===== config.mk =====
export PLATFORM = sky130hd
export DESIGN_NAME = floo_axis_noc_bridge_mc
export DESIGN_NICKNAME = d
export VERILOG_FILES = /design/src/rtl/floo_axis_noc_bridge_mc.sv
export SDC_FILE = /design/constraint.sdc
export NUM_CORES = 1
export LEC_CHECK = 0
export ABC_AREA = 1
export ABC_CLOCK_PERIOD_IN_PS = 5300
export CAP_MARGIN = 20
export CORE_MARGIN = 4
export CORE_UTILIZATION = 55
export CTS_BUF_LIST = sky130_fd_sc_hd__clkbuf_8
export DETAILED_ROUTE_END_ITERATION = 6
export HOLD_SLACK_MARGIN = 0.15
export PLACE_DENSITY = 0.82
export SLEW_MARGIN = 20
export SYNTH_ARGS = -nofsm -noshare
export SYNTH_HDL_FRONTEND = slang
export SYNTH_SLANG_ARGS = --single-unit

===== constraint.sdc =====
create_clock -name clk_i -period 5.3 [get_ports clk_i]
set_input_delay 1.325 -clock clk_i [delete_from_list [all_inputs] [get_ports clk_i]]
set_output_delay 1.325 -clock clk_i [all_outputs]
set_load 0.03 [all_outputs]

===== src/rtl/floo_axis_noc_bridge_mc.sv =====
// floo_axis_noc_bridge_mc
//
// Multi-channel bridge between NumChannels NoC flit channels and one
// AXI-Stream link pair, flow-controlled by per-channel credits.
//
// TX: channels that have a flit and a credit are arbitrated round-robin.
// The winner is loaded into a single-entry output register and sent as one
// AXIS beat tagged with its channel index.
// RX: incoming beats are steered into per-channel FIFOs that drain to the
// NoC. Each FIFO pop frees one remote credit. Freed credits ride back on
// outgoing beats, or on credit-only beats when no flit is waiting.
//
// Beat layout, LSB first:
//   [0] flit_vld | [ChIdW:1] flit_ch | [FlitWidth+ChIdW:ChIdW+1] data |
//   cred_vld | top ChIdW bits cred_ch
//
// Ports:
//   clk_i, rst_ni                        clock, async active-low reset
//   flit_in_valid_i/ready_o/data_i       NoC -> AXIS flits, per channel
//   flit_out_valid_o/ready_i/data_o      AXIS -> NoC flits, per channel
//   axis_out_tvalid_o/tready_i/tdata_o   outgoing beats
//   axis_in_tvalid_i/tready_o/tdata_i    incoming beats
//   err_o                                sticky protocol-error flag
//
// Build option: define FLOO_AXIS_BRIDGE_ERR_EN to enable err_o. It then
// flags full-FIFO drops, credit saturation and out-of-range channel
// indices. Without it err_o is tied low. Drop and saturate behaviour is
// the same in both builds.
module floo_axis_noc_bridge_mc #(
    parameter int unsigned NumChannels = 2,
    parameter int unsigned FlitWidth   = 64,
    parameter int unsigned BufDepth    = 4,
    localparam int unsigned ChIdW = (NumChannels > 1) ? $clog2(NumChannels) : 1,
    localparam int unsigned CntW  = $clog2(BufDepth + 1),
    localparam int unsigned BeatW = FlitWidth + 2 * ChIdW + 2
) (
    input  logic                             clk_i,
    input  logic                             rst_ni,
    input  logic [NumChannels-1:0]           flit_in_valid_i,
    output logic [NumChannels-1:0]           flit_in_ready_o,
    input  logic [NumChannels*FlitWidth-1:0] flit_in_data_i,
    output logic [NumChannels-1:0]           flit_out_valid_o,
    input  logic [NumChannels-1:0]           flit_out_ready_i,
    output logic [NumChannels*FlitWidth-1:0] flit_out_data_o,
    output logic                             axis_out_tvalid_o,
    input  logic                             axis_out_tready_i,
    output logic [BeatW-1:0]                 axis_out_tdata_o,
    input  logic                             axis_in_tvalid_i,
    output logic                             axis_in_tready_o,
    input  logic [BeatW-1:0]                 axis_in_tdata_i,
    output logic                             err_o
);

    localparam int unsigned PtrW       = $clog2(BufDepth);
    localparam int unsigned DataLsb    = ChIdW + 1;
    localparam int unsigned CredVldBit = FlitWidth + ChIdW + 1;
    localparam int unsigned CredChLsb  = FlitWidth + ChIdW + 2;
    localparam logic [CntW-1:0]  DepthCnt = CntW'(BufDepth);
    localparam logic [PtrW-1:0]  PtrLast  = PtrW'(BufDepth - 1);
    localparam logic [ChIdW:0]   NumChW   = (ChIdW + 1)'(NumChannels);
    localparam logic [ChIdW-1:0] LastCh   = ChIdW'(NumChannels - 1);

    // RX side
    logic                   rx_rdy_q;
    logic                   rx_acc;
    logic                   in_fv;
    logic                   in_cv;
    logic                   fch_ok;
    logic                   cch_ok;
    logic [ChIdW-1:0]       in_fch;
    logic [ChIdW-1:0]       in_cch;
    logic [FlitWidth-1:0]   in_data;
    logic [NumChannels-1:0] push;
    logic [NumChannels-1:0] pop;
    logic [NumChannels-1:0] cred_inc;

    logic [FlitWidth-1:0]   mem_q      [NumChannels][BufDepth];
    logic [PtrW-1:0]        wptr_q     [NumChannels];
    logic [PtrW-1:0]        rptr_q     [NumChannels];
    logic [CntW-1:0]        fifo_cnt_q [NumChannels];

    // TX side
    logic [CntW-1:0]        tx_cred_q   [NumChannels];
    logic [CntW-1:0]        pend_cred_q [NumChannels];
    logic [NumChannels-1:0] elig;
    logic [NumChannels-1:0] tx_dec;
    logic [NumChannels-1:0] pend_dec;
    logic [ChIdW-1:0]       rr_ptr_q;
    logic [ChIdW-1:0]       rr_nxt;
    logic [ChIdW-1:0]       grant;
    logic [ChIdW-1:0]       pend_ch;
    logic [31:0]            arb_idx;
    logic                   any_elig;
    logic                   any_pend;
    logic                   load_en;
    logic                   load_flit;
    logic                   load_cred;
    logic                   tx_vld_q;
    logic [BeatW-1:0]       beat_q;
    logic [BeatW-1:0]       beat_d;

    // ------------------------------------------------------------------
    // RX beat decode and FIFO control
    // ------------------------------------------------------------------
    assign axis_in_tready_o = rx_rdy_q;
    assign rx_acc  = axis_in_tvalid_i & rx_rdy_q;
    assign in_fv   = axis_in_tdata_i[0];
    assign in_fch  = axis_in_tdata_i[1 +: ChIdW];
    assign in_data = axis_in_tdata_i[DataLsb +: FlitWidth];
    assign in_cv   = axis_in_tdata_i[CredVldBit];
    assign in_cch  = axis_in_tdata_i[CredChLsb +: ChIdW];
    assign fch_ok  = ({1'b0, in_fch} < NumChW);
    assign cch_ok  = ({1'b0, in_cch} < NumChW);

    always_comb begin
        pop      = '0;
        push     = '0;
        cred_inc = '0;
        for (int unsigned c = 0; c < NumChannels; c++) begin
            pop[c]      = (fifo_cnt_q[c] != '0) && flit_out_ready_i[c];
            // A full FIFO still takes a flit when it is popped in the same cycle.
            push[c]     = rx_acc && in_fv && fch_ok && (in_fch == ChIdW'(c)) &&
                          ((fifo_cnt_q[c] != DepthCnt) || pop[c]);
            cred_inc[c] = rx_acc && in_cv && cch_ok && (in_cch == ChIdW'(c));
        end
    end

    always_comb begin
        flit_out_valid_o = '0;
        flit_out_data_o  = '0;
        for (int unsigned c = 0; c < NumChannels; c++) begin
            flit_out_valid_o[c] = (fifo_cnt_q[c] != '0);
            // Gate with valid so an empty FIFO drives zero.
            if (fifo_cnt_q[c] != '0) begin
                flit_out_data_o[c*FlitWidth +: FlitWidth] = mem_q[c][rptr_q[c]];
            end
        end
    end

    always_ff @(posedge clk_i) begin
        for (int unsigned c = 0; c < NumChannels; c++) begin
            if (push[c]) begin
                mem_q[c][wptr_q[c]] <= in_data;
            end
        end
    end

    always_ff @(posedge clk_i or negedge rst_ni) begin
        if (!rst_ni) begin
            rx_rdy_q <= 1'b0;
            for (int unsigned c = 0; c < NumChannels; c++) begin
                wptr_q[c]     <= '0;
                rptr_q[c]     <= '0;
                fifo_cnt_q[c] <= '0;
            end
        end else begin
            rx_rdy_q <= 1'b1;
            for (int unsigned c = 0; c < NumChannels; c++) begin
                if (push[c]) begin
                    wptr_q[c] <= (wptr_q[c] == PtrLast) ? '0 : wptr_q[c] + PtrW'(1);
                end
                if (pop[c]) begin
                    rptr_q[c] <= (rptr_q[c] == PtrLast) ? '0 : rptr_q[c] + PtrW'(1);
                end
                if (push[c] && !pop[c]) begin
                    fifo_cnt_q[c] <= fifo_cnt_q[c] + CntW'(1);
                end else if (pop[c] && !push[c]) begin
                    fifo_cnt_q[c] <= fifo_cnt_q[c] - CntW'(1);
                end
            end
        end
    end

    // ------------------------------------------------------------------
    // TX arbitration, credit piggyback and output register
    // ------------------------------------------------------------------
    always_comb begin
        elig = '0;
        for (int unsigned c = 0; c < NumChannels; c++) begin
            elig[c] = flit_in_valid_i[c] && (tx_cred_q[c] != '0);
        end
    end

    // Round-robin: scan from the pointer and take the first eligible channel.
    always_comb begin
        any_elig = 1'b0;
        grant    = '0;
        arb_idx  = '0;
        for (int unsigned i = 0; i < NumChannels; i++) begin
            arb_idx = 32'(rr_ptr_q) + i;
            if (arb_idx >= NumChannels) begin
                arb_idx = arb_idx - NumChannels;
            end
            if (!any_elig && elig[arb_idx[ChIdW-1:0]]) begin
                any_elig = 1'b1;
                grant    = arb_idx[ChIdW-1:0];
            end
        end
        rr_nxt = (grant == LastCh) ? '0 : grant + ChIdW'(1);
    end

    // The lowest-numbered channel with pending credit is returned first.
    always_comb begin
        any_pend = 1'b0;
        pend_ch  = '0;
        for (int unsigned c = 0; c < NumChannels; c++) begin
            if (!any_pend && (pend_cred_q[c] != '0)) begin
                any_pend = 1'b1;
                pend_ch  = ChIdW'(c);
            end
        end
    end

    assign load_en   = !tx_vld_q || axis_out_tready_i;
    assign load_flit = load_en && any_elig;
    assign load_cred = load_en && any_pend;

    always_comb begin
        flit_in_ready_o = '0;
        tx_dec          = '0;
        pend_dec        = '0;
        beat_d          = '0;
        if (load_flit) begin
            flit_in_ready_o[grant]       = 1'b1;
            tx_dec[grant]                = 1'b1;
            beat_d[0]                    = 1'b1;
            beat_d[1 +: ChIdW]           = grant;
            beat_d[DataLsb +: FlitWidth] = flit_in_data_i[32'(grant)*FlitWidth +: FlitWidth];
        end
        if (load_cred) begin
            pend_dec[pend_ch]           = 1'b1;
            beat_d[CredVldBit]          = 1'b1;
            beat_d[CredChLsb +: ChIdW]  = pend_ch;
        end
    end

    assign axis_out_tvalid_o = tx_vld_q;
    assign axis_out_tdata_o  = beat_q;

    always_ff @(posedge clk_i or negedge rst_ni) begin
        if (!rst_ni) begin
            tx_vld_q <= 1'b0;
            beat_q   <= '0;
            rr_ptr_q <= '0;
        end else begin
            // Register only changes when empty or draining, so a stalled beat holds.
            if (load_en) begin
                tx_vld_q <= load_flit || load_cred;
            end
            if (load_flit || load_cred) begin
                beat_q <= beat_d;
            end
            if (load_flit) begin
                rr_ptr_q <= rr_nxt;
            end
        end
    end

    always_ff @(posedge clk_i or negedge rst_ni) begin
        if (!rst_ni) begin
            for (int unsigned c = 0; c < NumChannels; c++) begin
                tx_cred_q[c]   <= DepthCnt;
                pend_cred_q[c] <= '0;
            end
        end else begin
            for (int unsigned c = 0; c < NumChannels; c++) begin
                // A simultaneous spend and return cancel out.
                if (tx_dec[c] && !cred_inc[c]) begin
                    tx_cred_q[c] <= tx_cred_q[c] - CntW'(1);
                end else if (cred_inc[c] && !tx_dec[c] && (tx_cred_q[c] != DepthCnt)) begin
                    tx_cred_q[c] <= tx_cred_q[c] + CntW'(1);
                end
                // Saturate rather than wrap if the remote end ignores its credits.
                if (pop[c] && !pend_dec[c] && (pend_cred_q[c] != '1)) begin
                    pend_cred_q[c] <= pend_cred_q[c] + CntW'(1);
                end else if (pend_dec[c] && !pop[c]) begin
                    pend_cred_q[c] <= pend_cred_q[c] - CntW'(1);
                end
            end
        end
    end

    // ------------------------------------------------------------------
    // Optional sticky error detection
    // ------------------------------------------------------------------
`ifdef FLOO_AXIS_BRIDGE_ERR_EN
    logic                   err_q;
    logic                   err_set;
    logic [NumChannels-1:0] full_drop;
    logic [NumChannels-1:0] cred_sat;

    always_comb begin
        full_drop = '0;
        cred_sat  = '0;
        for (int unsigned c = 0; c < NumChannels; c++) begin
            full_drop[c] = rx_acc && in_fv && fch_ok && (in_fch == ChIdW'(c)) &&
                           (fifo_cnt_q[c] == DepthCnt) && !pop[c];
            cred_sat[c]  = cred_inc[c] && !tx_dec[c] && (tx_cred_q[c] == DepthCnt);
        end
        err_set = (|full_drop) || (|cred_sat) ||
                  (rx_acc && ((in_fv && !fch_ok) || (in_cv && !cch_ok)));
    end

    always_ff @(posedge clk_i or negedge rst_ni) begin
        if (!rst_ni) begin
            err_q <= 1'b0;
        end else if (err_set) begin
            err_q <= 1'b1;
        end
    end

    assign err_o = err_q;
`else
    assign err_o = 1'b0;
`endif

endmodule


---- Word level (Yosys, flattened, before mapping) ----
Memories as Yosys holds them, arrays and structs flattened.
Index checks and enable logic that the tools add are counted.
Widths: inputs -> output; s select.
word-level totals
  flip-flop bits (word level) ............. 97
  memory bits (writable) .................. 512
  bits of input ports ..................... 204
  output and inout port bits .............. 203
  memories ................................ 1
cells by class
  $add $sub $neg .......................... 20
  magnitude comparators ................... 14
  equality and inequality tests ........... 10
  shifts and indexed selects .............. 1
  multiplexer cells ....................... 57
  bitwise operators ....................... 7
  reduce and logical (&&, ||, !) cells .... 66
memory list
  memory  depth  bits a word  read ports  clocked after memory_dff  wr ports  line  RTL
  mem_q   2      256          2           0                         1         77    logic [FlitWidth-1:0] mem_q [NumChannels][BufDepth];
operator list
  operator             number
  $mux 256             4
  $mux 64              8
  $bmux 64 s2          2
  $demux 64 s2         2
  $reduce_or 256->1    1
  $shiftx 128x8->64    1
  $mux 66              1
  $logic_and 1x1->1    36
  $mux 3               12
  $mux 1               19
  $add 3x1->3 const B  6
  $ne 3x3->1 const B   6
  $reduce_bool 3->1    6
  $sub 3x1->3 const B  6
  $mux 2               7
  $logic_not 1->1      13
  $ge 3x3->1 const B   4
  $not 2->3            4
  $reduce_bool 2->1    6
  $add 2x1->2 const B  4
  $eq 2x2->1 const B   4
  $lt 1x2->1 const B   4
  $lt 3x1->1 const B   2
  $logic_or 1x1->1     4
  other kinds (9)      13

---- Longest topological paths before layout ----
Gate-level depths: netlist of the first run.
  depth after elaboration ................. 18
  mapped depth ............................ 12
  depth with buffers taken out ............ 12

---- Worst setup path after synthesis of the first run ----
OpenSTA, ideal clock, no wires.
  path kind ............................... input -> register
  start point ............................. in axis_in_tdata_i[0]
  end point ............................... mem mem_q[0][256] in the netlist's numbering, enable pin
  arrival time ............................ 4660 ps
  data required time ...................... 4813 ps
  slack ................................... 153 ps
  cell stages on the path ................. 4
  path buffers ............................ 0
  cells stage by stage .................... nand3_1 -> nor3_1 -> inv_1 -> nor2_1
between the ends
  cells in the longest elaborated chain, start to end .. 7
  elaborated cells on any way between the ends .. 12
  those cells by class .................... mux (6); reduce/logical (6)
RTL lines
  what                                          line  RTL
  start: declaration                            50    input logic [BeatW-1:0] axis_in_tdata_i,
  $logic_and 1x1->1 (*) (3 in series)           122   push[c] = rx_acc && in_fv && fch_ok && (in_fch == ChIdW'(c)) &&
  via push[1]                                   73    logic [NumChannels-1:0] push;
  $mux 1 (*)                                    142   if (push[c]) begin
  $mux 256 (not written as such) (*)            143   mem_q[c][wptr_q[c]] <= in_data;
  $reduce_or 256->1 (no line)                   -
  $mux 1 (no line) or $mux 256 (tied branches)  -
  end: declaration                              77
Mark *: on every way through the listed nets, which the timed path passes. The rest lies on a longest branch.

---- Final worst setup path of the first run ----
  start point ............................. reg rptr_q[3] in the netlist's numbering
  end point ............................... out flit_out_data_o[44]
between the ends
  cells in the longest elaborated chain, start to end .. 5
RTL lines
  what                                         line  RTL
  start: declaration                           79    logic [PtrW-1:0] rptr_q [NumChannels];
  start signal: indexed assignment             163   rptr_q[c] <= (rptr_q[c] == PtrLast) ? '0 : rptr_q[c] + PtrW'(1);
  $not 2->3 (not written as such)              135   flit_out_data_o[c*FlitWidth +: FlitWidth] = mem_q[c][rptr_q[c]];
  $bmux 64 s2                                  135
  $mux 64 (not written as such) (2 in series)  135
  $mux 64                                      134   if (fifo_cnt_q[c] != '0) begin
  end: declaration                             44    output logic [NumChannels*FlitWidth-1:0] flit_out_data_o,
No other way between the ends. The select of a mux whose other input is x is not followed.

==> summary.md, run 1 <==
## Logic synthesis
* **fraction of the mapped netlist area in adder cells** 0.0104
* **Synth Area in Compound Gates** 0.113
* **post-synthesis average cell area** 12.2 um^2
* **fraction of synthesized area in multiplexers** 0.000457
* **Synth Area in XOR/XNOR** 0.00356
* **Mapped Cells** 2022
* **combinational family with the most area after synthesis** simple AND/OR/NAND/NOR gates
* **share of flip-flops with an asynchronous set or reset** 0.159
* **Seq/Total Area, Yosys** 0.723
* **simple-gate area share of the yosys netlist** 0.117
* **number of storage elements in the synthesis netlist** 609
* **post-synthesis cell area** 24600 um^2
* **Post-synth EDFFs** 512
* **unique cell type count in the Yosys netlist** 36
* **count of warnings emitted by yosys** 0
* **most instantiated flip-flop cell in the synthesis netlist** edfxtp_1
* **net count of the mapped netlist** 2244

## Route
* **DRC errors left** 0
* **number of DRC markers after the initial detailed-route iteration** 1776
* **vias** 17343
* **First-pass DRT Iterations** 5
* **detailed-route vias per instance** 5.57
* **routed wire length per instance** 20.9 um
* **post-route ant nets** 0
* **drt total wl** 65.2 mm

## Floorplan
* **number of rows in the core area** 77
* **full die area** 48200 um^2
* **Starting Density** 0.557
* **DIE WIDTH** 220 um
* **die extent in y** 220 um
* **number of top-level pins** 407
* **core area** 44200 um^2

## Global routing
* **busiest layer in global routing** met2
* **antenna violations before repair** 3
* **GR Overflow Total** 0
* **met1 global-route usage** 0.331
* **via count of the first global-routing pass** 17661
* **GRT met3 Usage** 0.0681
* **met2 layer usage reported by global route** 0.458
* **maximum number of pins on one net before global-route repair** 131
* **overall global routing resource usage** 0.267
* **first-pass GRT wire length** 99.0 mm

## Layout
* **most used cells in the layout excluding fill and tap cells** nor2_1, edfxtp_1, clkdlybuf4s50_1
* **area growth from synthesis to layout** 26.0%
* **most frequent standard cell in the layout excluding fill and tap cells** nor2_1
* **layout cell share with drive strength beyond 1** 0.0965
* **number of fill cells** 2958
* **area of the multi-input gates** 6100 um^2
* **number of standard cells in the final layout excluding fillers** 3113
* **area taken by flip-flops and latches** 17800 um^2
* **Layout Cell Area excl Fill** 31000 um^2
* **final-stage net count** 2659

## Clock tree
* **Sinks on Clock Net** 609
* **CTS root buffer** clkbuf_8
* **number of hold-repair buffers added at the cts stage** 0
* **clock latency of the later-clocked register in the worst-skew pair** 0.67 ns
* **CTS tree** done
* **maximum number of buffers from clock root to sink** 3
* **Num CTS Buffers** 95
* **clock transition at the register clock pins on the worst setup and hold paths after CTS** 0.06 ns
* **count of H-tree levels built during CTS** 3

## Run
* **Max Cap Violations** 0

## Setup path
* **Crit path buffers/inverters** 3
* **sequence of cells on the critical path** inv_2 > buf_4 > nor2_1 > o21ai_0 > a21oi_1 > clkdlybuf4s50_1
* **sort of element at the end of the critical path** primary output
* **path type of the worst setup path** reg2out
* **Crit path largest cell delay** 0.74 ns
* **required time reported for the critical path endpoint** 3.97 ns
* **CP delay by family, top** buffers and inverters
* **Max stage delay cell, worst path** clkdlybuf4s50_1
* **crit path DAT** 3.52 ns
* **worst-path fanout max** 30
* **sort of element at the start of the critical path** register

## STA
* **Max Clk Rate** 0.206 GHz
* **slew at the pin closest to its max-slew limit** 1.06 ns
* **relative max-transition margin** 0.291
* **clock period minus final worst setup slack** 4.85 ns
* **share of the clock period used by the worst path after layout** 0.915
* **total negative slack for setup checks** 0 ns
* **endpoints failing setup** 0
* **Max Clock Skew** 0.0319 ns
* **Fin. Hold Viols** 0
* **Final Slew Violations** 0
* **RSZ-0062 raised after global routing** false

## Placed design
* **Placed Instances** 2931
* **PortBufs** 405
* **half-perimeter wire length after detailed placement** 40.6 mm
* **placed cell area** 29200 um^2
* **routability cong.** 0.839

## Power
* **leakage component of the power** 11.2 nW
* **largest vdd supply drop** 0.565 mV
* **Tot Pwr** 0.0180 W
* **P per Cell Area** 581 nW/um^2

## Outcome
* **run status** finished, final reports clean

## Hold path
* **worst min path class** reg2reg

worst reg2reg max path, cell delays in order (launching register included):
cell and delay [ns]:
dfrtp_1 0.42, nor2_1 0.16, nand2_1 0.10, inv_2 0.77, nor2_2 0.19, inv_1 0.16
ha_1 0.16, inv_1 0.06, fa_1 0.38, a21oi_1 0.14, o21ai_0 0.12, xor2_1 0.16
power breakdown:
part	leakage, nW	internal [W]	switching (W)
registers	5.83	0.00564	0.000340
clock network	1.02	0.00188	0.00184
logic	4.40	0.00294	0.00539
total	11.2	0.0105	0.00757
registers in the layout (all words and copies together) (netlist names), 4 cells and up:
register and cells:
mem_q 512, axis_out_tdata_o 68, fifo_cnt_q 6, pend_cred_q 6, tx_cred_q 6, rptr_q 4
wptr_q 4
worst paths after layout:
kind,from,end,slack (ns),depth (start not counted)
setup / recovery,rptr_q[3],flit_out_data_o[44],0.45,6
hold / removal,axis_out_tdata_o[67],axis_out_tdata_o[67],0.48,2
setup reg to reg,fifo_cnt_q[3],fifo_cnt_q[5],2.34,11
hold reg to reg,axis_out_tdata_o[67],axis_out_tdata_o[67],0.48,2
max in group asynchronous,rst_ni,axis_out_tdata_o[40],3.56,2
min in group asynchronous,rst_ni,axis_out_tdata_o[9],0.76,1
cells in the mapped netlist (16+ instances only):
library cell	count	area, um^2
nor2_1	527	1980
edfxtp_1	512	15400
o21ai_0	253	1270
nand2_1	182	683
a21oi_1	133	666
dfrtp_1	95	2380
a22oi_2	50	626
clkbuf_1	45	169
inv_1	39	146
buf_2	32	160
buf_1	25	93.8
nand3_1	18	90.1
o21ai_1	18	90.1
buf_6	16	180
kinds of logic (layout without fill, tap and decap cells):
kind of cell,after synthesis,in the layout
flops,609,609
fa+ha+maj,18,18
simple gates,744,744
other cells,2,5
compound gates,471,471
buf+inv,167,663
xor+xnor,10,10
mux,1,1
metal layers:
metal | share of wire | vias up | routed length [um]
met4 | 0.027 | 0 | 1740
met5 | 0 | - | 0
li1 | - | 7936 | -
met2 | 0.50 | 843 | 32800
met1 | 0.38 | 8441 | 24400
met3 | 0.095 | 123 | 6200
area by class of cell:
class | instances | share of cell area
clock buffer | 97 | 0.0430
clock inverter | 81 | 0.0148
tap | 592 | 0.0239
inverter | 47 | 0.00589
timing repair buffer | 438 | 0.142
multi-input combinational | 1246 | 0.196
antenna | 3 | 0.000242
sequential | 609 | 0.574
what timing repair did:
| item | in CTS | in global routing |
|---|---|---|
| setup buffers | 0 | 0 |
| resized for setup | 0 | 1 |
| endpoints found under the setup margin | 0 | 7 |
| endpoints found under the hold margin | 0 | 0 |
metrics by stage:
stage,utilization,worst slack [ns],hold WS [ns]
global placement,0.660,1.05,0.458
global route,0.702,0.289,0.493
detailed placement,0.660,0.917,0.463
finish,0.702,0.452,0.476
CTS,0.701,0.136,0.476
floorplan,-,0.153,0.456
Power figures use the tool's default switching activity.
==> run 2, diff against run 1 <==
--- a/config.mk
+++ b/config.mk
@@ -7,7 +7,6 @@
 export LEC_CHECK = 0
 export ABC_AREA = 1
 export ABC_CLOCK_PERIOD_IN_PS = 5300
-export CAP_MARGIN = 20
 export CORE_MARGIN = 4
 export CORE_UTILIZATION = 55
 export CTS_BUF_LIST = sky130_fd_sc_hd__clkbuf_8
==> results of run 2 <==
Final layout, timing and power as in run 1 (identical DEF).
==> run 3, diff against run 2 <==
--- a/config.mk
+++ b/config.mk
@@ -7,6 +7,7 @@
 export LEC_CHECK = 0
 export ABC_AREA = 1
 export ABC_CLOCK_PERIOD_IN_PS = 5300
+export CAP_MARGIN = 40
 export CORE_MARGIN = 4
 export CORE_UTILIZATION = 55
 export CTS_BUF_LIST = sky130_fd_sc_hd__clkbuf_8
==> run 3 against run 2 <==
  * Sequential cell count did not move
  * Combinational power rose by 1%
  * Hold slack got worse by 0.00090 ns
  * Routed wire length rose by 0.38%
  * Non-clock buffer count rose by 8
  * Register-to-register slack improved by 0.53 ns
  * Clock power fell by 1%
  * Highest routed layer is now met5
  * Via count rose by 0.21%
  * First-iteration DRC count fell by 0.23%
==> summary.md, run 3 (same netlist as run 1, synthesis figures left out) <==
## STA
* **share of the clock period used by the worst path after layout** 0.942, +0.0276
* **endpoints failing setup** 0, unchanged
* **Max Clock Skew** 0.0343 ns, +0.00243 ns
* **clock period minus final worst setup slack** 4.99 ns, +0.146 ns
* **total negative slack for setup checks** 0 ns, unchanged
* **relative max-transition margin** 0.468, +0.177
* **Max Clk Rate** 0.200 GHz, -2.9%
* **slew at the pin closest to its max-slew limit** 0.798 ns, -0.264 ns
* **Final Slew Violations** 0, unchanged
* **Hold WS** 0.475 ns, -0.000902 ns
* **Fin. Hold Viols** 0, unchanged
* **RSZ-0062 raised after global routing** false

## Setup path
* **endpoint of the worst-slack reg-to-reg timing path** fifo_cnt_q[5]
* **worst-path fanout max** 50, +67%
* **required time reported for the critical path endpoint** 3.97 ns, about the same
* **setup slack of the most critical reg-to-reg path** 2.87 ns, +0.53 ns
* **sort of element at the end of the critical path** primary output
* **sort of element at the start of the critical path** register
* **path type of the worst setup path** reg2out
* **crit path DAT** 3.67 ns, +0.15 ns
* **Reg2Reg Launch Point** axis_in_tready_o
* **worst r2r path cells** 10, -1

## Route
* **detailed-route vias per instance** 5.58, +0.15%
* **number of DRC markers after the initial detailed-route iteration** 1772, -0.23%
* **vias** 17380, +0.21%
* **First-pass DRT Iterations** 5, unchanged
* **DRC errors left** 0, unchanged
* **post-route ant nets** 0, unchanged
* **drt total wl** 65.4 mm, +0.38%
* **routed wire length per instance** 21.0 um, +0.32%

## Layout
* **area of the multi-input gates** 6100 um^2, unchanged
* **most frequent standard cell in the layout excluding fill and tap cells** nor2_1
* **final-stage net count** 2667, +0.30%
* **area growth from synthesis to layout** 26.7%
* **number of flip-flops under the largest register name** 512, unchanged
* **most used cells in the layout excluding fill and tap cells** nor2_1, edfxtp_1, clkdlybuf4s50_1
* **layout cell share with drive strength beyond 1** 0.0964, -0.000153
* **number of fill cells** 2938, -0.68%
* **area taken by flip-flops and latches** 17800 um^2, unchanged

## Clock tree
* **number of hold-repair buffers added at the cts stage** 0, unchanged
* **number of instances resized during post-cts repair** 0, unchanged
* **clock latency of the later-clocked register in the worst-skew pair** 0.66 ns, about the same
* **Num CTS Buffers** 95, unchanged
* **Sinks on Clock Net** 609, unchanged
* **CTS root buffer** clkbuf_8
* **count of H-tree levels built during CTS** 3, unchanged
* **CTS tree** done
* **clock transition at the register clock pins on the worst setup and hold paths after CTS** 0.06 ns, about the same
* **buffers inserted by post-CTS timing repair** 0, unchanged
* **maximum number of buffers from clock root to sink** 3, unchanged

## Hold path
* **Hold Path Stages** 2, unchanged
* **WHS Endpoint** axis_out_tdata_o[7]
* **Worst Hold Launch** axis_out_tdata_o[7]
* **worst min path class** reg2reg

## Power
* **leakage component of the power** 11.4 nW, +1.0%
* **P per Cell Area** 579 nW/um^2, -0.31%
* **largest vdd supply drop** 0.538 mV, -4.7%

## Global routing
* **antenna violations before repair** 2, -1
* **first-pass GRT wire length** 98.9 mm, -0.13%
* **via count of the first global-routing pass** 17897, +1.3%
* **GR Overflow Total** 0, unchanged
* **maximum number of pins on one net before global-route repair** 131, unchanged
* **overall global routing resource usage** 0.268, +0.000437

## Placed design
* **half-perimeter wire length after detailed placement** 41.5 mm, +2.1%
* **routability cong.** 0.839, unchanged
* **PortBufs** 405, unchanged

## Floorplan
* **core area** 44200 um^2, unchanged
* **full die area** 48200 um^2, unchanged
* **die extent in y** 220 um, unchanged
* **Starting Density** 0.557, unchanged
* **number of top-level pins** 407, unchanged
* **DIE WIDTH** 220 um, unchanged
* **number of rows in the core area** 77, unchanged

## Outcome
* **run status** finished, final reports clean

## Run
* **Max Cap Violations** 0, unchanged

-- run 3: changes by cell type in the layout (fill, tap and decap cells not counted), moves of 2 or more --
cell	before	now
buf_16	1	5
buf_12	7	11
clkinv_2	18	6
clkinv_1	31	22
clkbuf_8	97	102
inv_1	61	74
diode_2	3	1
inv_2	7	9
-- run 3: routing by layer --
layer  wire length [um]  global-route usage  up-vias
li1                   -                   -     7961
met2              32800               0.458      827
met5                 13                   0        -
met4               2190               0.109        2
met1              24500               0.330     8447
met3               5980              0.0638      143
-- run 3: where the power goes --
group          total (W)  switching, W  internal, W  leakage, nW
Clock            0.00367       0.00178      0.00188         1.05
Sequential       0.00598      0.000342      0.00564         5.83
Combinational    0.00842       0.00541      0.00301         4.48
Total             0.0181       0.00753       0.0105         11.4
-- run 3: how the worst max path moves through the flow --
stage	slack, ns	start	depth (start not counted)	end
floorplan	0.15	axis_in_tdata_i[0]	4	mem_q[0][256]
CTS	0.23	rptr_q[0]	5	flit_out_data_o[112]
global placement	1.05	rptr_q[0]	5	flit_out_data_o[125]
detailed placement	0.98	rptr_q[0]	5	flit_out_data_o[112]
global route	0.10	rptr_q[0]	5	flit_out_data_o[83]
finish	0.31	rptr_q[0]	5	flit_out_data_o[112]
-- run 3: worst max-delay path, stage by stage (launching register included) --
cell	delay, ns
dfrtp_4	0.81
clkinv_2	0.72
buf_12	0.42
o21ai_0	0.28
a21oi_1	0.12
clkdlybuf4s50_1	0.61
-- run 3: cell type report --
class | instances | area share
Inverter | 47 | 0.00573
Clock inverter | 72 | 0.0122
Multi-Input combinational cell | 1246 | 0.195
Clock buffer | 102 | 0.0450
Sequential cell | 609 | 0.571
Timing Repair Buffer | 446 | 0.147
Tap cell | 592 | 0.0237
Antenna cell | 1 | 0.0000802
-- run 3: stage by stage --
stage | instance area, um^2 | power [W] | setup WS (ns) | util | std cells
2_1_floorplan | 24600 | 0.0110 | 0.153 | - | 2022
3_3_place_gp | 29200 | 0.0142 | 1.05 | 0.660 | 2931
3_5_place_dp | 29300 | 0.0144 | 0.982 | 0.663 | 2936
4_1_cts | 31100 | 0.0181 | 0.235 | 0.704 | 3110
5_1_grt | 31200 | 0.0190 | 0.101 | 0.706 | 3114
6_report | 31200 | 0.0181 | 0.306 | 0.706 | 3115
